$ cat src/rtl/masked_pkg.sv
// Shared types and constants for the masked share generator.
package masked_pkg;

  typedef enum logic [2:0] {
    IDLE,
    DRAW_P,
    DRAW_H,
    LAUNCH,
    WAIT
  } state_e;

  // x^32 + x^22 + x^2 + x + 1, Galois form, shifting right
  localparam logic [31:0] LFSR_TAPS    = 32'h80200003;
  localparam logic [31:0] SEED_DEFAULT = 32'h1a465464;

  function automatic logic [31:0] lfsr_next(input logic [31:0] s);
    return (s >> 1) ^ (s[0] ? LFSR_TAPS : '0);
  endfunction

endpackage

$ cat src/rtl/masked_share_gen_if.sv
// Bus between the share generator and masked_arith: shares, pass-through operands, start/done.
interface masked_share_gen_if #(
  parameter int unsigned RADIX = 13
);
  logic             arith_start;
  logic             arith_done;
  logic [RADIX-1:0] P1;
  logic [RADIX-1:0] P2;
  logic [RADIX-1:0] H1;
  logic [RADIX-1:0] H2;
  logic [RADIX-1:0] R;
  logic [RADIX-1:0] kInv;

  modport master (
    output arith_start, P1, P2, H1, H2, R, kInv,
    input  arith_done
  );

  modport slave (
    input  arith_start, P1, P2, H1, H2, R, kInv,
    output arith_done
  );
endinterface

$ cat src/rtl/share_lfsr.sv
// 32-bit Galois mask LFSR; a zero load value is replaced by the seed so the state never reaches 0.
module share_lfsr #(
  parameter logic [31:0] SEED = masked_pkg::SEED_DEFAULT
) (
  input  logic        clock,
  input  logic        resetn,
  input  logic        load,
  input  logic [31:0] load_val,
  input  logic        step,
  output logic [31:0] state
);
  import masked_pkg::*;

  logic [31:0] state_q;

  // Load has priority over step; hold otherwise.
  always_ff @(posedge clock or negedge resetn) begin
    if (!resetn) begin
      state_q <= SEED;
    end else if (load) begin
      state_q <= (load_val == '0) ? SEED : load_val;
    end else if (step) begin
      state_q <= lfsr_next(state_q);
    end
  end

  assign state = state_q;

endmodule

$ cat src/rtl/masked_share_gen.sv
// Splits key and hash into additive shares with fresh LFSR masks and sequences one masked_arith run.
module masked_share_gen #(
  parameter int unsigned RADIX        = 13,
  parameter logic [31:0] SEED_DEFAULT = masked_pkg::SEED_DEFAULT,
  parameter logic [15:0] TIMEOUT      = 16'd4095
) (
  input  logic                 clock,
  input  logic                 resetn,
  input  logic                 start_in,
  input  logic [RADIX-1:0]     priv_key,
  input  logic [RADIX-1:0]     msg_hash,
  input  logic [RADIX-1:0]     r_in,
  input  logic [RADIX-1:0]     kinv_in,
  input  logic                 reseed,
  input  logic [31:0]          seed_in,
  output logic                 busy,
  output logic                 done_out,
  output logic                 timeout_err,
  masked_share_gen_if.master   arith
);
  import masked_pkg::*;

  state_e           state_q, state_d;
  logic [15:0]      cnt_q, cnt_d;
  logic [RADIX-1:0] key_q, hash_q, r_q, kinv_q;
  logic [RADIX-1:0] p1_q, p2_q, h1_q, h2_q, rout_q, kout_q;
  logic             done_q, terr_q;
  logic [31:0]      lfsr_state;
  logic [RADIX-1:0] mask;
  logic             lfsr_load, lfsr_step, accept, timeout_hit, finish;

  // Reseed applies in IDLE even alongside start_in, so DRAW_P already steps the new seed.
  assign lfsr_load = (state_q == IDLE) && reseed;
  assign lfsr_step = (state_q == DRAW_P) || (state_q == DRAW_H);
  // Mask is the post-step value, i.e. the same value the LFSR register takes at this edge.
  assign mask      = RADIX'(lfsr_next(lfsr_state));

  share_lfsr #(
    .SEED (SEED_DEFAULT)
  ) u_lfsr (
    .clock    (clock),
    .resetn   (resetn),
    .load     (lfsr_load),
    .load_val (seed_in),
    .step     (lfsr_step),
    .state    (lfsr_state)
  );

  // State and wait counter registers.
  always_ff @(posedge clock or negedge resetn) begin
    if (!resetn) begin
      state_q <= IDLE;
      cnt_q   <= '0;
    end else begin
      state_q <= state_d;
      cnt_q   <= cnt_d;
    end
  end

  // Next-state, counter and strobe decode; done wins over a simultaneous timeout.
  always_comb begin
    state_d     = state_q;
    cnt_d       = cnt_q;
    accept      = 1'b0;
    timeout_hit = 1'b0;
    finish      = 1'b0;
    unique case (state_q)
      IDLE: begin
        if (start_in) begin
          accept  = 1'b1;
          state_d = DRAW_P;
        end
      end
      DRAW_P: state_d = DRAW_H;
      DRAW_H: state_d = LAUNCH;
      LAUNCH: begin
        cnt_d   = '0;
        state_d = WAIT;
      end
      WAIT: begin
        cnt_d       = cnt_q + 16'd1;
        timeout_hit = !arith.arith_done && (cnt_d == TIMEOUT);
        if (arith.arith_done || timeout_hit) begin
          finish  = 1'b1;
          state_d = IDLE;
        end
      end
      default: state_d = IDLE;
    endcase
  end

  // Operand capture, share computation and completion flags.
  always_ff @(posedge clock or negedge resetn) begin
    if (!resetn) begin
      key_q  <= '0;
      hash_q <= '0;
      r_q    <= '0;
      kinv_q <= '0;
      p1_q   <= '0;
      p2_q   <= '0;
      h1_q   <= '0;
      h2_q   <= '0;
      rout_q <= '0;
      kout_q <= '0;
      done_q <= 1'b0;
      terr_q <= 1'b0;
    end else begin
      done_q <= (state_q == WAIT) && arith.arith_done;
      if (accept) begin
        key_q  <= priv_key;
        hash_q <= msg_hash;
        r_q    <= r_in;
        kinv_q <= kinv_in;
        terr_q <= 1'b0;
      end
      if (state_q == DRAW_P) begin
        p1_q <= mask;
        p2_q <= key_q - mask;
      end
      if (state_q == DRAW_H) begin
        h1_q   <= mask;
        h2_q   <= hash_q - mask;
        rout_q <= r_q;
        kout_q <= kinv_q;
      end
      if (timeout_hit) begin
        terr_q <= 1'b1;
      end
      if (finish) begin
        p1_q   <= '0;
        p2_q   <= '0;
        h1_q   <= '0;
        h2_q   <= '0;
        rout_q <= '0;
        kout_q <= '0;
      end
    end
  end

  assign busy              = (state_q != IDLE);
  assign done_out          = done_q;
  assign timeout_err       = terr_q;
  assign arith.arith_start = (state_q == LAUNCH);
  assign arith.P1          = p1_q;
  assign arith.P2          = p2_q;
  assign arith.H1          = h1_q;
  assign arith.H2          = h2_q;
  assign arith.R           = rout_q;
  assign arith.kInv        = kout_q;

endmodule
$ cat src/flat_wrapper.sv
// flat-port wrapper written by rule: the top's interface ports become plain ports
module masked_share_gen_flat import masked_pkg::*;
#(
  parameter int unsigned RADIX        = 13,
  parameter logic [31:0] SEED_DEFAULT = masked_pkg::SEED_DEFAULT,
  parameter logic [15:0] TIMEOUT      = 16'd4095
)
  (clock, resetn, start_in, priv_key, msg_hash, r_in, kinv_in, reseed, seed_in, busy, done_out, timeout_err, arith_arith_start, arith_P1, arith_P2, arith_H1, arith_H2, arith_R, arith_kInv, arith_arith_done);
  masked_share_gen_if #(.RADIX(RADIX)) arith_i ();
  input  logic clock;
  input  logic resetn;
  input  logic start_in;
  input  logic [RADIX-1:0] priv_key;
  input  logic [RADIX-1:0] msg_hash;
  input  logic [RADIX-1:0] r_in;
  input  logic [RADIX-1:0] kinv_in;
  input  logic reseed;
  input  logic [31:0] seed_in;
  output logic busy;
  output logic done_out;
  output logic timeout_err;
  output wire logic [$bits(arith_i.arith_start)-1:0] arith_arith_start;
  output wire logic [$bits(arith_i.P1)-1:0] arith_P1;
  output wire logic [$bits(arith_i.P2)-1:0] arith_P2;
  output wire logic [$bits(arith_i.H1)-1:0] arith_H1;
  output wire logic [$bits(arith_i.H2)-1:0] arith_H2;
  output wire logic [$bits(arith_i.R)-1:0] arith_R;
  output wire logic [$bits(arith_i.kInv)-1:0] arith_kInv;
  input wire logic [$bits(arith_i.arith_done)-1:0] arith_arith_done;
  assign arith_arith_start = arith_i.arith_start;
  assign arith_P1 = arith_i.P1;
  assign arith_P2 = arith_i.P2;
  assign arith_H1 = arith_i.H1;
  assign arith_H2 = arith_i.H2;
  assign arith_R = arith_i.R;
  assign arith_kInv = arith_i.kInv;
  assign arith_i.arith_done = arith_arith_done;
  masked_share_gen #(.RADIX(RADIX), .SEED_DEFAULT(SEED_DEFAULT), .TIMEOUT(TIMEOUT)) u_core (.clock(clock), .resetn(resetn), .start_in(start_in), .priv_key(priv_key), .msg_hash(msg_hash), .r_in(r_in), .kinv_in(kinv_in), .reseed(reseed), .seed_in(seed_in), .busy(busy), .done_out(done_out), .timeout_err(timeout_err), .arith(arith_i));
endmodule
$ cat config.mk
export PLATFORM = sky130hd
export DESIGN_NAME = masked_share_gen_flat
export DESIGN_NICKNAME = d
export VERILOG_FILES = /design/src/rtl/masked_pkg.sv /design/src/rtl/masked_share_gen_if.sv /design/src/rtl/share_lfsr.sv /design/src/rtl/masked_share_gen.sv /design/src/flat_wrapper.sv
export SDC_FILE = /design/constraint.sdc
export NUM_CORES = 1
export LEC_CHECK = 0
export ABC_AREA = 0
export CAP_MARGIN = 40
export CORE_UTILIZATION = 56
export CTS_CLUSTER_SIZE = 8
export DETAILED_ROUTE_END_ITERATION = 10
export PLACE_DENSITY = 0.85
export SYNTH_ARGS = -nofsm -noshare
export SYNTH_HDL_FRONTEND = slang
export SYNTH_SLANG_ARGS = --single-unit
$ cat constraint.sdc
create_clock -name clock -period 4.95 [get_ports clock]
set_clock_uncertainty 0.2 [all_clocks]
set_input_delay 0.495 -clock clock [delete_from_list [all_inputs] [get_ports clock]]
set_output_delay 0.495 -clock clock [all_outputs]
set_load 0.02 [all_outputs]
# [Word level (Yosys, flattened, before mapping)]
# Index checks and enable logic that the tools add are counted.
[op_classes] add_sub_neg=3 n_eq_ne=7 n_mux=27 n_bitwise=1 n_reduce_logical=15
[op_table] operator="$mux 13" count=12
[op_table] operator="$mux 32" count=4
[op_table] operator="$logic_not 32->1" count=1
[op_table] operator="$pmux 16 s2" count=1
[op_table] operator="$xor 31x32->32" count=1
[op_table] operator="$sub 13x13->13" count=2
[op_table] operator="$add 16x1->16 const B" count=1
[op_table] operator="$eq 16x12->1 const B" count=1
[op_table] operator="$pmux 3 s5" count=1
[op_table] operator="$reduce_bool 2->1" count=5
[op_table] operator="$mux 1" count=7
[op_table] operator="$eq 3x2->1 const B" count=2
[op_table] operator="$mux 3" count=2
[op_table] operator="$eq 3x1->1 const B" count=1
[op_table] operator="$eq 3x3->1 const B" count=1
[op_table] operator="$logic_and 1x1->1" count=3
[op_table] operator="$logic_not 3->1" count=1
[op_table] operator="$reduce_bool 3->1" count=1
[op_table] operator="$logic_or 1x1->1" count=2
[op_table] operator="$ne 2x1->1 const B" count=1
[op_table] operator="$ne 2x2->1 const B" count=1
[op_table] operator="$reduce_and 2->1" count=1
[op_table] operator="$logic_not 1->1" count=1
[word_totals] register_bits=183 word_cells=68

# [Longest topological paths before layout]
[depth] ltp_word=7 mapped_depth=12 ltp_nobuf=11

# [Hierarchy]
# A second synthesis with hierarchy kept.
[unflattened] hier_cells=891 area_unflattened_um2=9341.5
[by_module_without_submodules] mod="masked_share_gen" instances=1 cells_each=722 area_each_um2=7699.9 seq_area_each_um2=3778.6
[by_module_without_submodules] mod="share_lfsr" instances=1 cells_each=169 area_each_um2=1641.6 seq_area_each_um2=815.8

# [Worst setup path before layout]
# No wires, ideal clock.
[synth_timing] path_type="register -> register" start="register u_core.u_lfsr.state_q[0] (netlist: u_core.u_lfsr.state[0])" end="register u_core.h2_q[10] (netlist: u_core.arith.H2[10])" t_arrival_ns=2.571 t_required_ns=4.668 path_slack_ns=2.097 path_stages_with_launch=13 path_buffers=1 path_cell_list="dfrtp_1 clkbuf_1 xnor2_1 inv_1 ha_1 inv_1 fa_1 a211oi_1 o21ai_0 a21oi_1 o21ai_0 or3_1 a31oi_1"
[synth_via] elab_chain_cells=5
[synth_lines] item="start, declared" line="share_lfsr.sv:14" rtl="logic [31:0] state_q;"
[synth_lines] item="start signal, assigned" line="share_lfsr.sv:21" rtl="state_q <= (load_val == '0) ? SEED : load_val;"
[synth_lines] item="start signal, assigned" line="share_lfsr.sv:23" rtl="state_q <= lfsr_next(state_q);"
[synth_lines] item="$mux 32" line="masked_pkg.sv:17" rtl="return (s >> 1) ^ (s[0] ? LFSR_TAPS : '0);"
[synth_lines] item="$xor 31x32->32" line="masked_pkg.sv:17"
[synth_lines] item="$sub 13x13->13" line="masked_share_gen.sv:122" rtl="h2_q <= hash_q - mask;"
[synth_lines] item="$mux 13" line="masked_share_gen.sv:120" rtl="if (state_q == DRAW_H) begin"
[synth_lines] item="$mux 13" line="masked_share_gen.sv:129" rtl="if (finish) begin"
[synth_lines] item="end signal, assigned" line="masked_share_gen.sv:122"
[synth_lines] item="end, declared" line="masked_share_gen.sv:26" rtl="logic [RADIX-1:0] p1_q, p2_q, h1_q, h2_q, rout_q, kout_q;"
# Every way passes these cells. The select of a mux whose other input is x is not followed.
# A chain may end at the register's enable or synchronous reset.

# [Worst setup path in the final report]
# Same ends and word-level chain as after synthesis.

==> metrics.cfg <==
[run_status]
status = finished clean

[sta]
max_freq_mhz = 297
drv_slew = 0
tightest_slew_ns = 0.942
hold_viol = 0
setup_ws_ns = 1.58
rsz0062_at_grt = false
fin_crit_sh = 0.680
finalSetupViolations = 0
post-route-min-period_ns = 3.37
slew_headroom = 0.372
fin_setup_tns_ns = 0

[floorplanning]
dieArea_um2 = 16300
num_rows = 45
die_x_um = 128
core_um2 = 15300
pin_count = 171
start_util = 0.579
die_y_um = 128

[placement]
dp_hpwl_um = 16300
numPortBuffers = 170
post-place-ws_ns = 1.69
gp_congestion = 0.904

[detailed_routing]
routed_wl_um = 23300
via_count = 7542
drc_errors = 0
viasPerCell = 5.85
drtIter0Drc = 674
ant_nets = 0
first_pass_iters = 5
wire_per_inst_um = 18.1

[synth]
ys_types = 55
synth_edf_count = 0
synth_seq_cells = 183
syn-num-nets = 1031
yosysWarnings = 0
synthFlopType = dfrtp_1
syn_area_um2 = 8870
netlist_instances = 914
seq_area_frac_synth = 0.518
syn_avg_cell_area_um2 = 9.70
async_reset_ff_frac = 1.00

[setup_path]
reg2reg_slack_ns = 1.58
crit_path_max_fanout = 6
crit_chain = xnor2_1, inv_1, ha_1, inv_1, fa_1, a211oi_1, o21ai_0, a21oi_1, o21ai_0, or3_1, a31oi_1
cp-end-kind = register
critPathMaxStageDelay_ns = 0.46
cp.required_ns = 5.11
worstRegToRegCells = 11
r2r-start = u_core.u_lfsr.state[0]
reg2reg_to = u_core.arith.H2[10]
crit_arrival_ns = 3.53
crit_slowest_cell = dfrtp_1
worstSetupStartpointType = register
criticalPathCategory = register to register

[clock_tree]
root_buffer = clkbuf_16
cts_tree = yes
clockBufferDepth = 2
postCtsResizedCells = 0
cts_buffers = 17
clk_pin_slew_ns = 0.07
clock-sinks = 183
insertion_delay_ns = 0.44
htree_levels = 4
postCtsSetupRepairBufs = 0

[final_layout]
diodes = 0
n_fill_cell = 1071
fin_nets = 1182
syn_to_final_growth_pct = 28.1
drive_gt1_frac = 0.109
layout_common_cells = nand2_1 (171), dfrtp_1 (171), clkdlybuf4s50_1 (169)

[grt]
grt_overflow = 0
antenna_found_initial = 0
grt_use_total = 0.296
grt_max_degree = 64
grt_pass1_wl_um = 37100
grt_pass1_vias = 7156

[power_and_ir_drop]
power_mw = 8.78
p_per_area_nw_per_um2 = 773
power.leakage_nw = 4.85
vdd_ir_drop_max_v = 0.000412

[min_path]
hold_path_class = register to register
min_to = u_core.timeout_err
hold_start = u_core.timeout_err
hold_depth = 2

[run]
maxCapViolCount = 0

==> synth_stat cells (all sizes together) (3+ instances only) <==
library cell,number,share of area
or3,3,0.0021
nand4,8,0.0056
ha,26,0.037
nand3,11,0.0068
a211oi,13,0.011
nand2,172,0.073
clkbuf,43,0.018
dfstp,12,0.036
o31ai,6,0.0051
nor4,9,0.0063
o21bai,3,0.0025
inv,23,0.0097
mux2i,14,0.016
xor2,4,0.0039
nor3b,10,0.0085
xnor2,16,0.016
buf,10,0.0072
nand2b,5,0.0035
a21o,8,0.0068
o21ai,59,0.033
nor3,9,0.0051
nor2,60,0.026
a21oi,106,0.060
and3,7,0.0049
and2,6,0.0042
dfrtp,171,0.48
a2bb2oi,10,0.0099
mux2,50,0.063
a22oi,8,0.0068
a31oi,7,0.0049
==> per-layer routing <==
metal | vias up | track usage | part of all wire
met2 | 359 | 0.462 | 0.47
li1 | 3481 | - | -
met1 | 3652 | 0.410 | 0.43
met5 | - | 0 | 0
met4 | 0 | 0.129 | 0.030
met3 | 50 | 0.0513 | 0.072
==> cells by family (layout without fill, tap and decap cells) <==
kind of cell	after synthesis	count (layout)	share of synthesized area
AOI/OAI and AO/OA	231	231	0.151
xor gates and xnor gates	20	20	0.0198
adders and majority gates	28	28	0.0412
buffers and inverters	77	241	0.0356
DFF	183	183	0.518
muxes	64	64	0.0793
and+or+nand+nor	311	311	0.155
==> critical path: cells and delay by family (launching register included) <==
kind | cells | cell delay (ns)
AO/OA/AOI/OAI | 5 | 1.27
buffers and inverters | 2 | 0.19
AND/OR/NAND/NOR | 1 | 0.32
adder cells (fa/ha/maj) | 2 | 0.63
XOR/XNOR | 1 | 0.20
flip-flops | 1 | 0.46
==> metrics by stage <==
stage               utilization  hold slack, ns  area (um^2)  instances
floorplan                     -       -0.000591         8870        914
global placement          0.700           0.285        10700       1252
detailed placement        0.703           0.281        10800       1255
CTS                       0.741           0.298        11400       1288
global route              0.742           0.330        11400       1289
finish                    0.742           0.300        11400       1289
==> worst max path at each step <==
stage | to | from | cells after the start | slack (ns)
finish | u_core.arith.H2[10] | u_core.u_lfsr.state[0] | 11 | 1.58
global route | u_core.arith.H2[10] | u_core.u_lfsr.state[0] | 11 | 1.34
CTS | u_core.arith.H2[10] | u_core.u_lfsr.state[0] | 11 | 1.66
detailed placement | u_core.arith.P2[12] | u_core.cnt_q[0] | 9 | 1.69
global placement | u_core.u_lfsr.state[11] | u_core.state_q[2] | 6 | 1.49
floorplan | u_core.arith.H2[10] | u_core.u_lfsr.state[0] | 12 | 2.10
==> registers in the layout (all words and copies together), names as in the netlist, 13 cells and up <==
register             flops
u_core.r_q              13
u_core.arith.H1         13
u_core.key_q            13
u_core.kinv_q           13
u_core.arith.kInv       13
u_core.arith.H2         13
u_core.arith.P1         13
u_core.arith.P2         13
u_core.hash_q           13
u_core.u_lfsr.state     32
u_core.cnt_q            16
u_core.arith.R          13
==> cell type report <==
class | instances | area [um^2] | area share
repair buffers | 185 | 1860 | 0.164
clock inverters | 11 | 125 | 0.0110
flip-flops and latches | 183 | 4590 | 0.404
clock buffers | 21 | 450 | 0.0397
inverters | 24 | 90.1 | 0.00793
multi-input cells | 654 | 3980 | 0.350
well taps | 211 | 264 | 0.0232
==> what timing repair did <==
action	in CTS	in global routing
hold buffers	1	0
endpoints found under the hold margin	47	0
setup endpoints to repair	0	0
==> where the power goes <==
| part | leakage, nW | switching (mW) | total (mW) | internal, mW |
|---|---|---|---|---|
| combinational | 2.35 | 2.66 | 4.72 | 2.06 |
| sequential | 2.23 | 0.490 | 2.73 | 2.24 |
| clock | 0.277 | 0.579 | 1.34 | 0.757 |
Note: power is estimated with default switching activity, not from simulation.
